## src/rtl/muldiv_pkg.sv

```systemverilog
// Shared encodings for the multiply/divide sequencer: FSM states, ALU opcodes
// and the default operand width.
package muldiv_pkg;

   localparam int WIDTH_DEF = 16;

   typedef enum logic [1:0] {
      ST_IDLE = 2'd0,
      ST_MUL  = 2'd1,
      ST_DIV  = 2'd2,
      ST_DONE = 2'd3
   } state_e;

   localparam logic [2:0] ALU_ADD = 3'b000;
   localparam logic [2:0] ALU_AND = 3'b001;
   localparam logic [2:0] ALU_OR  = 3'b010;
   localparam logic [2:0] ALU_SLT = 3'b011;
   localparam logic [2:0] ALU_SUB = 3'b100;

endpackage

```

## src/rtl/muldiv_fsm.sv

```systemverilog
// Sequencer control: state register, iteration counter and registered busy/done.
module muldiv_fsm
   import muldiv_pkg::*;
#(
   parameter int WIDTH = WIDTH_DEF,
   parameter int CNT_W = 5
) (
   input  logic   clk,
   input  logic   rst,
   input  logic   start_i,
   input  logic   is_div_i,
   input  logic   b_zero_i,
   output state_e state_o,
   output logic   busy_o,
   output logic   done_o
);

   state_e             state_q;
   logic [CNT_W-1:0]   cnt_q;
   logic               busy_q;
   logic               done_q;

   always_ff @(posedge clk) begin
      if (rst) begin
         state_q <= ST_IDLE;
         cnt_q   <= '0;
         busy_q  <= 1'b0;
         done_q  <= 1'b0;
      end else begin
         case (state_q)
            ST_IDLE: begin
               done_q <= 1'b0;
               if (start_i) begin
                  cnt_q <= '0;
                  if (!is_div_i) begin
                     state_q <= ST_MUL;
                     busy_q  <= 1'b1;
                  end else if (b_zero_i) begin
                     state_q <= ST_DONE;
                     busy_q  <= 1'b0;
                  end else begin
                     state_q <= ST_DIV;
                     busy_q  <= 1'b1;
                  end
               end
            end
            ST_MUL, ST_DIV: begin
               cnt_q <= cnt_q + 1'b1;
               if (cnt_q == CNT_W'(WIDTH - 1)) begin
                  state_q <= ST_DONE;
                  busy_q  <= 1'b0;
                  done_q  <= 1'b1;
               end
            end
            ST_DONE: begin
               // A divide-by-zero enters DONE with done low, so it spends one
               // extra cycle here to raise the pulse a cycle later.
               if (done_q) begin
                  state_q <= ST_IDLE;
                  done_q  <= 1'b0;
               end else begin
                  done_q  <= 1'b1;
               end
            end
            default: state_q <= ST_IDLE;
         endcase
      end
   end

   assign state_o = state_q;
   assign busy_o  = busy_q;
   assign done_o  = done_q;

endmodule

```

## src/rtl/muldiv_seq.sv

```systemverilog
// Iterative unsigned multiply / restoring divide that borrows the external
// execute-stage ALU; results are held in HI/LO.
module muldiv_seq
   import muldiv_pkg::*;
#(
   parameter int WIDTH = WIDTH_DEF,
   parameter int CNT_W = 5
) (
   input  logic             clk,
   input  logic             rst,
   input  logic             start,
   input  logic             is_div,
   input  logic [WIDTH-1:0] a,
   input  logic [WIDTH-1:0] b,
   output logic             busy,
   output logic             done,
   output logic             div_zero,
   output logic [WIDTH-1:0] hi,
   output logic [WIDTH-1:0] lo,
   output logic             alu_en,
   output logic [WIDTH-1:0] alu_x,
   output logic [WIDTH-1:0] alu_y,
   output logic [2:0]       alu_op,
   output logic             alu_cin,
   input  logic [WIDTH-1:0] alu_res,
   input  logic             alu_cout
);

   state_e           state;
   logic [WIDTH-1:0] hi_q, hi_d;
   logic [WIDTH-1:0] lo_q, lo_d;
   logic [WIDTH-1:0] d_q, d_d;
   logic             dz_q, dz_d;
   logic [WIDTH-1:0] sr;
   logic             b_zero;

   assign b_zero = (b == '0);
   assign sr     = {hi_q[WIDTH-2:0], lo_q[WIDTH-1]};

   muldiv_fsm #(.WIDTH(WIDTH), .CNT_W(CNT_W)) u_fsm (
      .clk      (clk),
      .rst      (rst),
      .start_i  (start),
      .is_div_i (is_div),
      .b_zero_i (b_zero),
      .state_o  (state),
      .busy_o   (busy),
      .done_o   (done)
   );

   always_comb begin
      alu_en = 1'b0;
      alu_x  = '0;
      alu_y  = '0;
      alu_op = ALU_ADD;
      case (state)
         ST_MUL: begin
            alu_en = 1'b1;
            alu_x  = hi_q;
            alu_y  = d_q;
         end
         ST_DIV: begin
            alu_en = 1'b1;
            alu_x  = sr;
            alu_y  = d_q;
            alu_op = ALU_SUB;
         end
         default: ;
      endcase
   end

   assign alu_cin = 1'b0;

   always_comb begin
      hi_d = hi_q;
      lo_d = lo_q;
      d_d  = d_q;
      dz_d = dz_q;
      case (state)
         ST_IDLE: begin
            if (start) begin
               d_d  = b;
               dz_d = 1'b0;
               if (is_div && b_zero) begin
                  hi_d = a;
                  lo_d = '1;
                  dz_d = 1'b1;
               end else begin
                  hi_d = '0;
                  lo_d = a;
               end
            end
         end
         ST_MUL: begin
            // The carry out of the add becomes the new top bit of HI.
            if (lo_q[0]) begin
               hi_d = {alu_cout, alu_res[WIDTH-1:1]};
               lo_d = {alu_res[0], lo_q[WIDTH-1:1]};
            end else begin
               hi_d = {1'b0, hi_q[WIDTH-1:1]};
               lo_d = {hi_q[0], lo_q[WIDTH-1:1]};
            end
         end
         ST_DIV: begin
            // A set top bit means the shifted remainder exceeds any divisor.
            if (hi_q[WIDTH-1] || alu_cout) begin
               hi_d = alu_res;
               lo_d = {lo_q[WIDTH-2:0], 1'b1};
            end else begin
               hi_d = sr;
               lo_d = {lo_q[WIDTH-2:0], 1'b0};
            end
         end
         default: ;
      endcase
   end

   always_ff @(posedge clk) begin
      if (rst) begin
         hi_q <= '0;
         lo_q <= '0;
         d_q  <= '0;
         dz_q <= 1'b0;
      end else begin
         hi_q <= hi_d;
         lo_q <= lo_d;
         d_q  <= d_d;
         dz_q <= dz_d;
      end
   end

   assign hi       = hi_q;
   assign lo       = lo_q;
   assign div_zero = dz_q;

endmodule

```

## config.mk

```make
export PLATFORM = sky130hd
export DESIGN_NAME = muldiv_seq
export DESIGN_NICKNAME = d
export VERILOG_FILES = /design/src/rtl/muldiv_pkg.sv /design/src/rtl/muldiv_fsm.sv /design/src/rtl/muldiv_seq.sv
export SDC_FILE = /design/constraint.sdc
export NUM_CORES = 1
export LEC_CHECK = 0
export BUFFER_PORTS_ARGS = -buffer_cell sky130_fd_sc_hd__buf_2
export CAP_MARGIN = 20
export CORE_MARGIN = 8
export CORE_UTILIZATION = 46
export CTS_CLUSTER_DIAMETER = 50
export DETAILED_ROUTE_END_ITERATION = 16
export GPL_TIMING_DRIVEN = 0
export PLACE_DENSITY_LB_ADDON = 0.1
export SKIP_CTS_REPAIR_TIMING = 1
export SYNTH_ARGS = -nofsm -noshare
export SYNTH_HDL_FRONTEND = slang
export SYNTH_SLANG_ARGS = --single-unit
```

## constraint.sdc

```tcl
create_clock -name clk -period 1.9 [get_ports clk]
set_clock_uncertainty 0.05 [all_clocks]
set_input_delay 0.285 -clock clk [delete_from_list [all_inputs] [get_ports clk]]
set_output_delay 0.285 -clock clk [all_outputs]
set_load 0.02 [all_outputs]
```

# After elaboration in Yosys (flattened, before gate mapping)

Cells that the tools add are included.

Flip-flop bits (word level): 58
Input bits: 53
Output and inout bits: 72
Logic and storage cells: 59

Add/sub/neg operators: 1
Equal/unequal tests: 7
Multiplexer cells: 31
Reductions and logical operators: 12

Operators by type and width:

| operator                                               | number |
|---|---|
| 2-to-1 mux 16 bit                                      | 8 |
| case mux 16 bit (3 select lines)                       | 2 |
| case mux 16 bit (2 select lines)                       | 1 |
| zero test 16 bit                                       | 1 |
| 2-to-1 mux 1 bit                                       | 10 |
| case mux 5 bit (2 select lines)                        | 1 |
| 2-to-1 mux 2 bit                                       | 4 |
| case mux 2 bit (3 select lines)                        | 1 |
| AND reduction 2 bit                                    | 3 |
| AND reduction 3 bit                                    | 2 |
| adder 5 x 1 -> 5 bit (second input constant)           | 1 |
| equality test 5 x 4 -> 1 bit (second input constant)   | 1 |
| 2-to-1 mux 5 bit                                       | 1 |
| equality test 2 bit (second input constant)            | 2 |
| inequality test 2 x 1 -> 1 bit (second input constant) | 2 |
| 2-to-1 mux 3 bit                                       | 1 |
| case mux 1 bit (3 select lines)                        | 1 |
| nonzero test 3 bit                                     | 1 |
| equality test 2 x 1 -> 1 bit (second input constant)   | 1 |
| zero test 2 bit                                        | 1 |
| inequality test 2 bit (second input constant)          | 1 |
| case mux 1 bit (2 select lines)                        | 1 |
| nonzero test 2 bit                                     | 1 |
| OR reduction 2 bit                                     | 1 |
| other kinds (2)                                        | 2 |

# Logic depth before layout (Yosys ltp)

Gate-level depths: netlist (run 1).

Depth after elaboration: 5
Mapped depth: 9
Mapped depth without buffers: 7

# Cells and area by module

A second synthesis (run 1) with hierarchy kept.

Cells, all modules: 460
Area, all modules: 3857.4 um^2

By module, submodules not included:

| module     | instances | cells an instance | area each (um^2) |
|---|---|---|---|
| muldiv_seq | 1         | 396               | 3304.4 |
| muldiv_fsm | 1         | 64                | 553.0 |

# Worst setup path before layout (run 1)

No wires, ideal clock.

Path kind: reg2out
From: register u_fsm.state_q[0], in the netlist u_fsm.state_o[0]
To: output alu_x[6]
Data arrival time: 1974 ps
Required time: 1565 ps
Setup slack: -409 ps
Stages on the path, launching flop included: 7
Path through: dfxtp_1 > inv_1 > ha_1 > clkbuf_1 > buf_2 > clkbuf_1 > nor2b_1

Longest elaborated chain between the ends: 2
Elaborated cells between the ends (all ways): 3

RTL lines:

| what                                                                | line             | source |
|---|---|---|
| start, declared                                                     | muldiv_fsm.sv:18 | `state_e state_q;` |
| start signal, assigned                                              | muldiv_fsm.sv:25 | `state_q <= ST_IDLE;` |
| start signal, assigned                                              | muldiv_fsm.sv:36 | `state_q <= ST_MUL;` |
| start signal, assigned                                              | muldiv_fsm.sv:39 | `state_q <= ST_DONE;` |
| equality test 2 bit or equality test 2 x 1 -> 1 bit (tied branches) | muldiv_seq.sv:56 | `case (state)` |
| case mux 16 bit (2 select lines) *                                  | muldiv_seq.sv:56 |  |
| end, declared                                                       | muldiv_seq.sv:21 | `output logic [WIDTH-1:0] alu_x,` |

Mark *: on every way between the ends. The rest lies on a longest branch, timed or not.

# Final worst setup path (run 1)

From: register u_fsm.state_q[0], in the netlist u_fsm.state_o[0]
To: output alu_x[11]

Same word-level chain as after synthesis.

==> flow_metrics.tcl, run 1 <==
set metrics [dict create \
    post_route_cells_drive_above_1_share_pct 49.7 \
    worst-slew-pin-transition_ns 0.675 \
    die_height_um 106 \
    firstDrtPassIters 5 \
    power.ir.vdd_worst_mv 0.958 \
    avgViaCountPerCell 5.78 \
    cts_max_level 3 \
    nFillCells 673 \
    critical_path_buf_inv_count 5 \
    grt_pass1_wl_um 19800 \
    syn_inst 447 \
    initial_antenna_violation_count 0 \
    leakagePower_uw 0.00224 \
    synth_cell_types 40 \
    rows 33 \
    grt.met1_usage_pct 26.0 \
    initial_utilization_pct 46.4 \
    critical_path_cell_sequence "inv_4 -> ha_4 -> buf_8 -> buf_12 -> clkbuf_16 -> nor2b_4 -> buf_6" \
    hold_violations 0 \
    dieWidth_um 106 \
    timing.critical_path.slowest_cell_delay_ns 0.38 \
    hold_class "in2reg" \
    finalNetCount 653 \
    dp.cells 674 \
    min_period_over_period_pct 108 \
    max-clock-path-buffers 2 \
    final-max-slew-violation-count 0 \
    setup-violations-final 32 \
    fmax_achieved_mhz 486 \
    global_route.overflow_total 0 \
    seq_area_frac_synth_pct 31.1 \
    timing.critical_path.from_type "flop" \
    clock_tree_from_tritoncts "done" \
    unrepaired_setup_endpoints_after_global_routing "true" \
    crit_path_top_delay_cell "sky130_fd_sc_hd__dfxtp_4" \
    wire_per_inst_um 18.8 \
    grt_max_degree 12 \
    postSynth.topFlopCell "sky130_fd_sc_hd__dfxtp_1" \
    synthesis.area_um2 3730 \
    yosys_warnings 0 \
    first_global_vias 3901 \
    totalWireLength_um 13200 \
    groute.usage.overall_pct 21.5 \
    area_growth_pct 47.7 \
    gp_congestion 0.950 \
    clock_tree.root_cell "sky130_fd_sc_hd__clkbuf_8" \
    criticalPathCategory "reg2out" \
    drc_violations_left 0 \
    cts_buffers 9 \
    hpwlAfterDp_um 9580 \
    avgSynthCellArea_um2 8.35 \
    route.vias.total 4065 \
    global_route.usage.met2_pct 35.7 \
    design.die.area_um2 11300 \
    number_of_antenna_violating_nets_in_the_routed_design 0 \
    detail_route.iter0.violations 205 \
    critPathTopFamily "buffers and inverters" \
    io_buffer_count 120 \
    clk_pin_slew_ns 0.08 \
    synth_seq_cells 58 \
    synth_async_sr_flop_share_pct 0 \
    clk_latency_ns 0.35 \
    fin_ws_ns -0.159 \
    multi_input_comb_area_um2 2610 \
    design.portCount 125 \
    worstPathArrival_ns 1.72 \
    critical_path.max_fanout 8 \
    post_layout_nonfiller_instances 703 \
    synth_enable_flop_cells 0 \
    timing.max_slew.rel_slack_pct 55.0 \
    drv_cap 0 \
    layout.area.seq_um2 1170 \
    post_layout_min_period_ns 2.06 \
    holdWs_ns 0.132 \
    cts_sinks 58 \
    diodes 0 \
    core_um2 8050 \
    power.density_nw_per_um2 1450 \
    failed_checks "setup timing" \
    result_of_the_run "finished, violations left" \
    cp.required_ns 1.56 \
    groute.layer.met3.usage_pct 5.87 \
    critical_path.endpoint_type "output port" \
    busiest_layer "met2" \
]
==> final cells by class <==
| cell class | instances | area share (%) |
|---|---|---|
| inverter | 4 | 0.363 |
| timing repair buffer | 133 | 17.3 |
| tap | 105 | 2.38 |
| clock inverter | 6 | 2.04 |
| clock buffer | 10 | 2.50 |
| sequential | 58 | 21.2 |
| multi-input combinational | 339 | 47.3 |
| buffer | 48 | 6.92 |
==> power breakdown <==
group | switching [uW] | total, uW | internal, uW
logic | 2440 | 4570 | 2130
clock network | 538 | 1450 | 911
registers | 434 | 1990 | 1560
total | 3410 | 8010 | 4600
==> final timing paths <==
check,cells after the start,start,slack (ns),endpoint
max,7,u_fsm.state_o[0],-0.16,alu_x[11]
min,3,b[6],0.13,d_q[6]
max reg2reg,6,lo[0],0.08,hi[6]
min reg2reg,2,d_q[0],0.41,d_q[0]
==> cell usage after synthesis, types with 7 or more instances <==
master | instances | area, um2
sky130_fd_sc_hd__buf_2 | 9 | 45.0
sky130_fd_sc_hd__and2_1 | 17 | 106
sky130_fd_sc_hd__o21ai_0 | 15 | 75.1
sky130_fd_sc_hd__nor2b_1 | 19 | 119
sky130_fd_sc_hd__nor3_1 | 15 | 75.1
sky130_fd_sc_hd__nor2_1 | 26 | 97.6
sky130_fd_sc_hd__a21oi_1 | 23 | 115
sky130_fd_sc_hd__dfxtp_1 | 58 | 1160
sky130_fd_sc_hd__a211oi_2 | 11 | 138
sky130_fd_sc_hd__a22oi_2 | 10 | 125
sky130_fd_sc_hd__a22oi_1 | 38 | 285
sky130_fd_sc_hd__nand3_1 | 16 | 80.1
sky130_fd_sc_hd__buf_4 | 7 | 52.6
sky130_fd_sc_hd__a211oi_1 | 7 | 52.6
sky130_fd_sc_hd__ha_1 | 7 | 87.6
sky130_fd_sc_hd__mux2_2 | 32 | 360
sky130_fd_sc_hd__nand2_1 | 43 | 161
sky130_fd_sc_hd__clkbuf_1 | 25 | 93.8
sky130_fd_sc_hd__nor4_1 | 18 | 113
sky130_fd_sc_hd__a22o_1 | 15 | 131
==> worst register-to-register path, cell delays in order (launching register included) <==
cell	delay (ns)
sky130_fd_sc_hd__dfxtp_1	0.35
sky130_fd_sc_hd__buf_2	0.25
sky130_fd_sc_hd__buf_4	0.25
sky130_fd_sc_hd__mux2_2	0.36
sky130_fd_sc_hd__a22o_1	0.20
sky130_fd_sc_hd__a22oi_2	0.13
sky130_fd_sc_hd__a211oi_2	0.08
==> sequential cells by signal (all words and copies together) (netlist names) <==
name and cells:
d_q 16, div_zero 1, hi 16, lo 16
u_fsm.busy_o 1, u_fsm.cnt_q 5, u_fsm.done_o 1, u_fsm.state_o 2
==> cell families after synthesis <==
| group | count (synthesis) | synth area share, % |
|---|---|---|
| AOI/OAI and AO/OA | 129 | 26.6 |
| adders and majority gates | 7 | 2.35 |
| buffers and inverters | 52 | 7.07 |
| DFF | 58 | 31.1 |
| muxes | 33 | 9.92 |
| other | 1 | 0.100 |
| and+or+nand+nor | 167 | 22.8 |
==> metrics by stage <==
stage                     total power, uW  setup WS, ns  instance area, um2  util (%)  TNS [ns]
after floorplan                      4550        0.0383                3910         -         0
after global placement               5550        -0.489                4640      57.6    -11.72
after detailed placement             5610        -0.479                4640      57.6    -12.51
after CTS                            7060        -0.859                4890      60.7    -25.56
after global routing                 8420        -0.217                5510      68.5     -5.98
final                                8010        -0.159                5510      68.5     -4.47
==> metal layers <==
metal / share of wire (%) / vias up
li1: - / 1927
met1: 41 / 1949
met2: 49 / 164
met3: 7.5 / 25
met5: 0 / -
met4: 2.2 / 0
==> placed cells by master (no fill, tap or decap), types with 4 or more instances in the layout <==
master,count
sky130_fd_sc_hd__buf_4,18
sky130_fd_sc_hd__a211oi_1,7
sky130_fd_sc_hd__dfxtp_1,56
sky130_fd_sc_hd__nor2b_4,16
sky130_fd_sc_hd__clkbuf_2,4
sky130_fd_sc_hd__clkbuf_1,12
sky130_fd_sc_hd__a211oi_2,11
sky130_fd_sc_hd__ha_1,4
sky130_fd_sc_hd__nor4_1,15
sky130_fd_sc_hd__buf_8,5
sky130_fd_sc_hd__buf_6,39
sky130_fd_sc_hd__nand3_1,16
sky130_fd_sc_hd__o21ai_1,5
sky130_fd_sc_hd__a22oi_2,26
sky130_fd_sc_hd__nor2_1,26
sky130_fd_sc_hd__a22oi_1,22
sky130_fd_sc_hd__a21oi_1,23
sky130_fd_sc_hd__and3_1,4
sky130_fd_sc_hd__clkbuf_8,10
sky130_fd_sc_hd__nand2_1,43
sky130_fd_sc_hd__a22o_1,15
sky130_fd_sc_hd__mux2_2,32
sky130_fd_sc_hd__nor3_1,15
sky130_fd_sc_hd__and2_4,16
sky130_fd_sc_hd__buf_2,95
sky130_fd_sc_hd__o21ai_0,14
(Power assumes the default switching activity.)
==> run 2: changes to the inputs <==
--- a/config.mk
+++ b/config.mk
@@ -5,6 +5,7 @@
 export SDC_FILE = /design/constraint.sdc
 export NUM_CORES = 1
 export LEC_CHECK = 0
+export ABC_AREA = 1
 export BUFFER_PORTS_ARGS = -buffer_cell sky130_fd_sc_hd__buf_2
 export CAP_MARGIN = 20
 export CORE_MARGIN = 8
@@ -12,8 +13,10 @@
 export CTS_CLUSTER_DIAMETER = 50
 export DETAILED_ROUTE_END_ITERATION = 16
 export GPL_TIMING_DRIVEN = 0
+export MAX_ROUTING_LAYER = met4
 export PLACE_DENSITY_LB_ADDON = 0.1
 export SKIP_CTS_REPAIR_TIMING = 1
+export SLEW_MARGIN = 10
 export SYNTH_ARGS = -nofsm -noshare
 export SYNTH_HDL_FRONTEND = slang
 export SYNTH_SLANG_ARGS = --single-unit
==> flow_metrics.tcl, run 2 <==
set metrics [dict create \
    result_of_the_run "finished, violations left" \
    failed_checks "setup timing" \
    detail_route.iter0.violations 329 \
    leakagePower_uw 0.00286 \
    critical_path.max_fanout 9 \
    setup-violations-final 26 \
    timing.rr.start "u_fsm.state_o[1]" \
    mostFrequentLayoutCells "197 x sky130_fd_sc_hd__nand2_1, 97 x sky130_fd_sc_hd__buf_2, 95 x sky130_fd_sc_hd__nor2_1" \
    rows 33 \
    grt_pass1_wl_um 20600 \
    postSynth.topFlopCell "sky130_fd_sc_hd__dfxtp_1" \
    most_common_library_cell_in_the_layout_ignoring_fill_and_taps "sky130_fd_sc_hd__nand2_1" \
    design.portCount 125 \
    final-max-slew-violation-count 0 \
    diodes 0 \
    critical_path.startpoint "u_fsm.state_o[1]" \
    min_period_over_period_pct 106 \
    timing.critical_path.from_type "flop" \
    hold_class "in2reg" \
    hold_violations 0 \
    fmax_achieved_mhz 495 \
    r2r_setup_slack_ns 0.05 \
    cts_sinks 58 \
    avgViaCountPerCell 5.32 \
    unrepaired_setup_endpoints_after_global_routing "true" \
    die_height_um 106 \
    firstDrtPassIters 5 \
    clock_tree_from_tritoncts "done" \
    design_power_total_uw 9910 \
    initial_antenna_violation_count 0 \
    max-clock-path-buffers 2 \
    reg2reg_depth 8 \
    area_growth_pct 43.7 \
    drv_cap 0 \
    io_buffer_count 121 \
    synthDominantAreaCellType "sky130_fd_sc_hd__dfxtp_1" \
    cp-endpoint "alu_x[11]" \
    syn_inst 634 \
    avgSynthCellArea_um2 5.91 \
    post_layout_nonfiller_instances 890 \
    initial_utilization_pct 46.5 \
    dieWidth_um 106 \
    synth_enable_flop_cells 0 \
    cp.required_ns 1.56 \
    hpwlAfterDp_um 9730 \
    synth.top_cell.area_share_pct 31.0 \
    worstReg2RegEnd "lo[14]" \
    first_global_vias 4297 \
    clock_tree.root_cell "sky130_fd_sc_hd__clkbuf_8" \
    synthTopCellsByArea "sky130_fd_sc_hd__dfxtp_1 31%, sky130_fd_sc_hd__nand2_1 21%, sky130_fd_sc_hd__nor2_1 9.5%" \
    post_layout_min_period_ns 2.02 \
    groute.usage.overall_pct 22.9 \
    totalWireLength_um 13500 \
    cts_buffers 9 \
    finalNetCount 840 \
    critical_path.endpoint_type "output port" \
    core_um2 8050 \
    route.vias.total 4734 \
    design.die.area_um2 11300 \
    synth_cell_types 29 \
    nFillCells 735 \
    drc_violations_left 0 \
    power.ir.vdd_worst_mv 1.07 \
    wire_per_inst_um 15.2 \
    clk_pin_slew_ns 0.07 \
    criticalPathCategory "reg2out" \
    synth_seq_cells 58 \
    cts_max_level 3 \
    global_route.overflow_total 0 \
    synth_async_sr_flop_share_pct 0 \
    clk_latency_ns 0.33 \
    yosys.cell_count.top_type "sky130_fd_sc_hd__nand2_1" \
    dp.cells 862 \
    setup_tns_ns -2.41 \
    gp_congestion 0.954 \
    power.density_nw_per_um2 1840 \
    grt_max_degree 11 \
    number_of_antenna_violating_nets_in_the_routed_design 0 \
    yosys_warnings 0 \
    seq_area_frac_synth_pct 31.0 \
    synthesis.area_um2 3750 \
    dp_worst_setup_slack_ns -0.215 \
    post_route_cells_drive_above_1_share_pct 30.2 \
    fin_ws_ns -0.120 \
    post_synth_most_frequent_cells "208 x sky130_fd_sc_hd__nand2_1, 95 x sky130_fd_sc_hd__nor2_1, 67 x sky130_fd_sc_hd__o21ai_0" \
    worstPathArrival_ns 1.69 \
]
-- run 2: changes by cell type after synthesis, sizes merged, moves of 16 or more --
cell / delta
mux2: -32
nor2: +72
inv: +42
clkbuf: -16
a22oi: -48
and2: -17
nand3: +17
nand2: +166
nor4: -18
a211oi: -17
o21ai: +70
a21oi: +19
nor2b: -19
-- run 2: power breakdown --
part | internal (uW) | total (uW) | leakage (uW) | switching, uW
Sequential | 1630 | 2040 | 0.000480 | 410
Clock | 676 | 1200 | 0.0000986 | 520
Combinational | 2700 | 6670 | 0.00228 | 3970
-- run 2: metal layers --
metal / GRT usage (%) / part of all wire [%] / vias up
met5: - / 0 / -
met4: 7.34 / 2.1 / 0
met3: 5.26 / 8.2 / 29
met2: 35.3 / 46 / 222
met1: 28.9 / 43 / 2176
li1: - / - / 2307
-- run 2: logic make-up after synthesis --
logic type	after synthesis	synth area share [%]
flip-flops	58	31.0
AO/OA/AOI/OAI	135	18.5
AND/OR/NAND/NOR	345	36.6
buffers and inverters	88	11.5
adder cells (fa/ha/maj)	7	2.34
other	1	0.100
-- run 2: worst min path at each step --
stage	slack (ns)	depth (start not counted)	end	start
3_3_place_gp	0.40	2	u_fsm.cnt_q[4]	u_fsm.cnt_q[4]
3_5_place_dp	0.40	2	u_fsm.cnt_q[4]	u_fsm.cnt_q[4]
4_1_cts	0.09	2	u_fsm.cnt_q[4]	rst
5_1_grt	0.10	2	u_fsm.cnt_q[4]	rst
6_report	0.1	2	u_fsm.cnt_q[4]	rst
2_1_floorplan	0.30	1	u_fsm.cnt_q[1]	rst
-- run 2: critical path, cell delays in order (launching register included) --
cell	delay, ns
sky130_fd_sc_hd__dfxtp_4	0.39
sky130_fd_sc_hd__inv_6	0.05
sky130_fd_sc_hd__ha_4	0.31
sky130_fd_sc_hd__inv_4	0.04
sky130_fd_sc_hd__buf_12	0.14
sky130_fd_sc_hd__buf_16	0.15
sky130_fd_sc_hd__a21oi_4	0.14
sky130_fd_sc_hd__buf_6	0.14
-- run 2: final cells by class --
cell class                 count  area, um2  area share [%]
timing repair buffer         135        955            17.7
buffer                        39        322            5.97
sequential                    58       1170            21.7
multi-input combinational    490       2420            44.9
tap                          105        131            2.44
clock inverter                 4       50.0           0.930
clock buffer                  12        155            2.88
inverter                      47        186            3.46
-- run 2: stage by stage --
step	hold slack [ns]	cell area (um2)	utilization, %
6_report	0.0994	5380	66.9
5_1_grt	0.100	5380	66.9
4_1_cts	0.0900	4840	60.1
3_5_place_dp	0.402	4630	57.5
3_3_place_gp	0.402	4630	57.5
2_1_floorplan	0.304	3900	-
==> run 3: changes to the inputs <==
--- a/config.mk
+++ b/config.mk
@@ -11,10 +11,12 @@
 export CORE_MARGIN = 8
 export CORE_UTILIZATION = 46
 export CTS_CLUSTER_DIAMETER = 50
+export CTS_CLUSTER_SIZE = 12
 export DETAILED_ROUTE_END_ITERATION = 16
 export GPL_TIMING_DRIVEN = 0
 export MAX_ROUTING_LAYER = met4
 export PLACE_DENSITY_LB_ADDON = 0.1
+export RECOVER_POWER = 50
 export SKIP_CTS_REPAIR_TIMING = 1
 export SLEW_MARGIN = 10
 export SYNTH_ARGS = -nofsm -noshare
==> constraint.sdc (replaced) <==
create_clock -name clk -period 1.8 [get_ports clk]
set_clock_uncertainty 0.05 [all_clocks]
set_input_delay 0.27 -clock clk [delete_from_list [all_inputs] [get_ports clk]]
set_output_delay 0.27 -clock clk [all_outputs]
set_load 0.02 [all_outputs]
==> flow_metrics.tcl, run 3 (synthesized netlist as in run 2, its figures left out) <==
set metrics [dict create \
    power.density_nw_per_um2 1900 \
    hold_class "in2reg" \
    number_of_antenna_violating_nets_in_the_routed_design 0 \
    worstPathArrival_ns 1.81 \
    whs_endpoint "u_fsm.cnt_q[4]" \
    initial_utilization_pct 46.5 \
    worstReg2RegEnd "d_q[10]" \
    finalNetCount 850 \
    dp_worst_setup_slack_ns -0.168 \
    crit_path_top_delay_cell "sky130_fd_sc_hd__dfxtp_4" \
    groute.usage.overall_pct 22.8 \
    post_layout_min_period_ns 2.13 \
    fin_ws_ns -0.332 \
    finalInstanceArea_um2 5180 \
    most_common_library_cell_in_the_layout_ignoring_fill_and_taps "sky130_fd_sc_hd__nand2_1" \
    min_from "rst" \
    unrepaired_setup_endpoints_after_global_routing "true" \
    die_height_um 106 \
    detail_route.iter0.violations 256 \
    route.vias.total 4647 \
    criticalPathCategory "reg2out" \
    leakagePower_uw 0.00267 \
    clock_tree.root_cell "sky130_fd_sc_hd__clkbuf_8" \
    fmax_achieved_mhz 469 \
    r2r_setup_slack_ns -0.09 \
    holdWs_ns 0.0796 \
    critical_path.endpoint_type "output port" \
    io_buffer_count 121 \
    critical_path_cell_sequence "inv_6 -> ha_4 -> inv_2 -> buf_6 -> buf_12 -> clkbuf_16 -> a21oi_4 -> buf_6" \
    hpwlAfterDp_um 9630 \
    timing.critical_path.slowest_cell_delay_ns 0.39 \
    timing.critical_path.mode_cell "sky130_fd_sc_hd__buf_6" \
    dieWidth_um 106 \
    power.ir.vdd_worst_mv 1.17 \
    clk_pin_slew_ns 0.07 \
    max-clock-path-buffers 2 \
    cp.required_ns 1.48 \
    min_period_over_period_pct 118 \
    avgViaCountPerCell 5.17 \
    nFillCells 821 \
    first_global_vias 4322 \
    reg2reg_depth 7 \
    firstDrtPassIters 5 \
    drc_violations_left 0 \
    dp.cells 862 \
    rows 33 \
    totalWireLength_um 13600 \
    hold_violations 0 \
    setup-violations-final 42 \
    clock_tree_from_tritoncts "done" \
    setup_tns_ns -7.74 \
    timing.rr.start "u_fsm.state_o[0]" \
    core_um2 8050 \
    final-max-slew-violation-count 0 \
    mostFrequentLayoutCells "204 x sky130_fd_sc_hd__nand2_1, 94 x sky130_fd_sc_hd__nor2_1, 67 x sky130_fd_sc_hd__o21ai_0" \
    clk_latency_ns 0.34 \
    diodes 0 \
    grt_pass1_wl_um 20500 \
    drv_cap 0 \
    initial_antenna_violation_count 0 \
    result_of_the_run "finished, violations left" \
    design.die.area_um2 11300 \
    gp_congestion 0.938 \
    design.portCount 125 \
    area_growth_pct 38.3 \
    post_layout_nonfiller_instances 898 \
    min_path_cells 2 \
    failed_checks "setup timing" \
    wire_per_inst_um 15.1 \
    grt_max_degree 11 \
    cts_max_level 3 \
    timing.critical_path.from_type "flop" \
    global_route.overflow_total 0 \
    post_route_cells_drive_above_1_share_pct 24.2 \
    cts_buffers 9 \
    critical_path.max_fanout 6 \
    cts_sinks 58 \
    placedInstanceArea_um2 4640 \
]
## run 3: per-layer routing
layer,up-vias,wire (um),global-route usage [%]
met4,0,232,7.74
met1,2124,5960,28.4
met2,181,6290,35.1
met3,24,1070,5.69
met5,-,0,-
li1,2318,-,-
## run 3: stage by stage
step	total power, uW	util (%)
2_1_floorplan	6110	-
3_3_place_gp	7580	57.7
3_5_place_dp	7660	57.7
4_1_cts	8710	59.6
5_1_grt	10600	64.4
6_report	9870	64.4
## run 3: cell type report
class / count / area, um2 / share of cell area (%)
clock buffer: 11 / 141 / 2.73
multi-input combinational: 491 / 2330 / 44.9
buffer: 40 / 324 / 6.25
sequential: 58 / 1170 / 22.5
timing repair buffer: 143 / 888 / 17.1
clock inverter: 3 / 17.5 / 0.338
inverter: 47 / 185 / 3.57
tap: 105 / 131 / 2.54
## run 3: report_power, final
group | leakage (uW) | switching, uW | internal, uW
sequential | 0.000480 | 411 | 1720
combinational | 0.00211 | 4020 | 2670
clock | 0.0000810 | 535 | 517
## run 3: worst max-delay path by stage
stage,start,endpoint,slack [ns],cells after the start
global placement,u_fsm.state_o[1],alu_x[11],-0.16,9
CTS,u_fsm.state_o[1],alu_x[12],-0.54,9
global route,u_fsm.state_o[0],alu_x[10],-0.37,8
detailed placement,u_fsm.state_o[0],alu_x[12],-0.17,9
finish,u_fsm.state_o[0],alu_x[10],-0.33,8
floorplan,u_fsm.state_o[0],alu_x[15],-0.01,7
## run 3: critical path, delay by kind of cell (launching register included)
kind                       cells  cell delay (ns)
AOI/OAI and AO/OA              1             0.13
adders and majority gates      1             0.29
buffers and inverters          6             0.65
DFF                            1             0.39
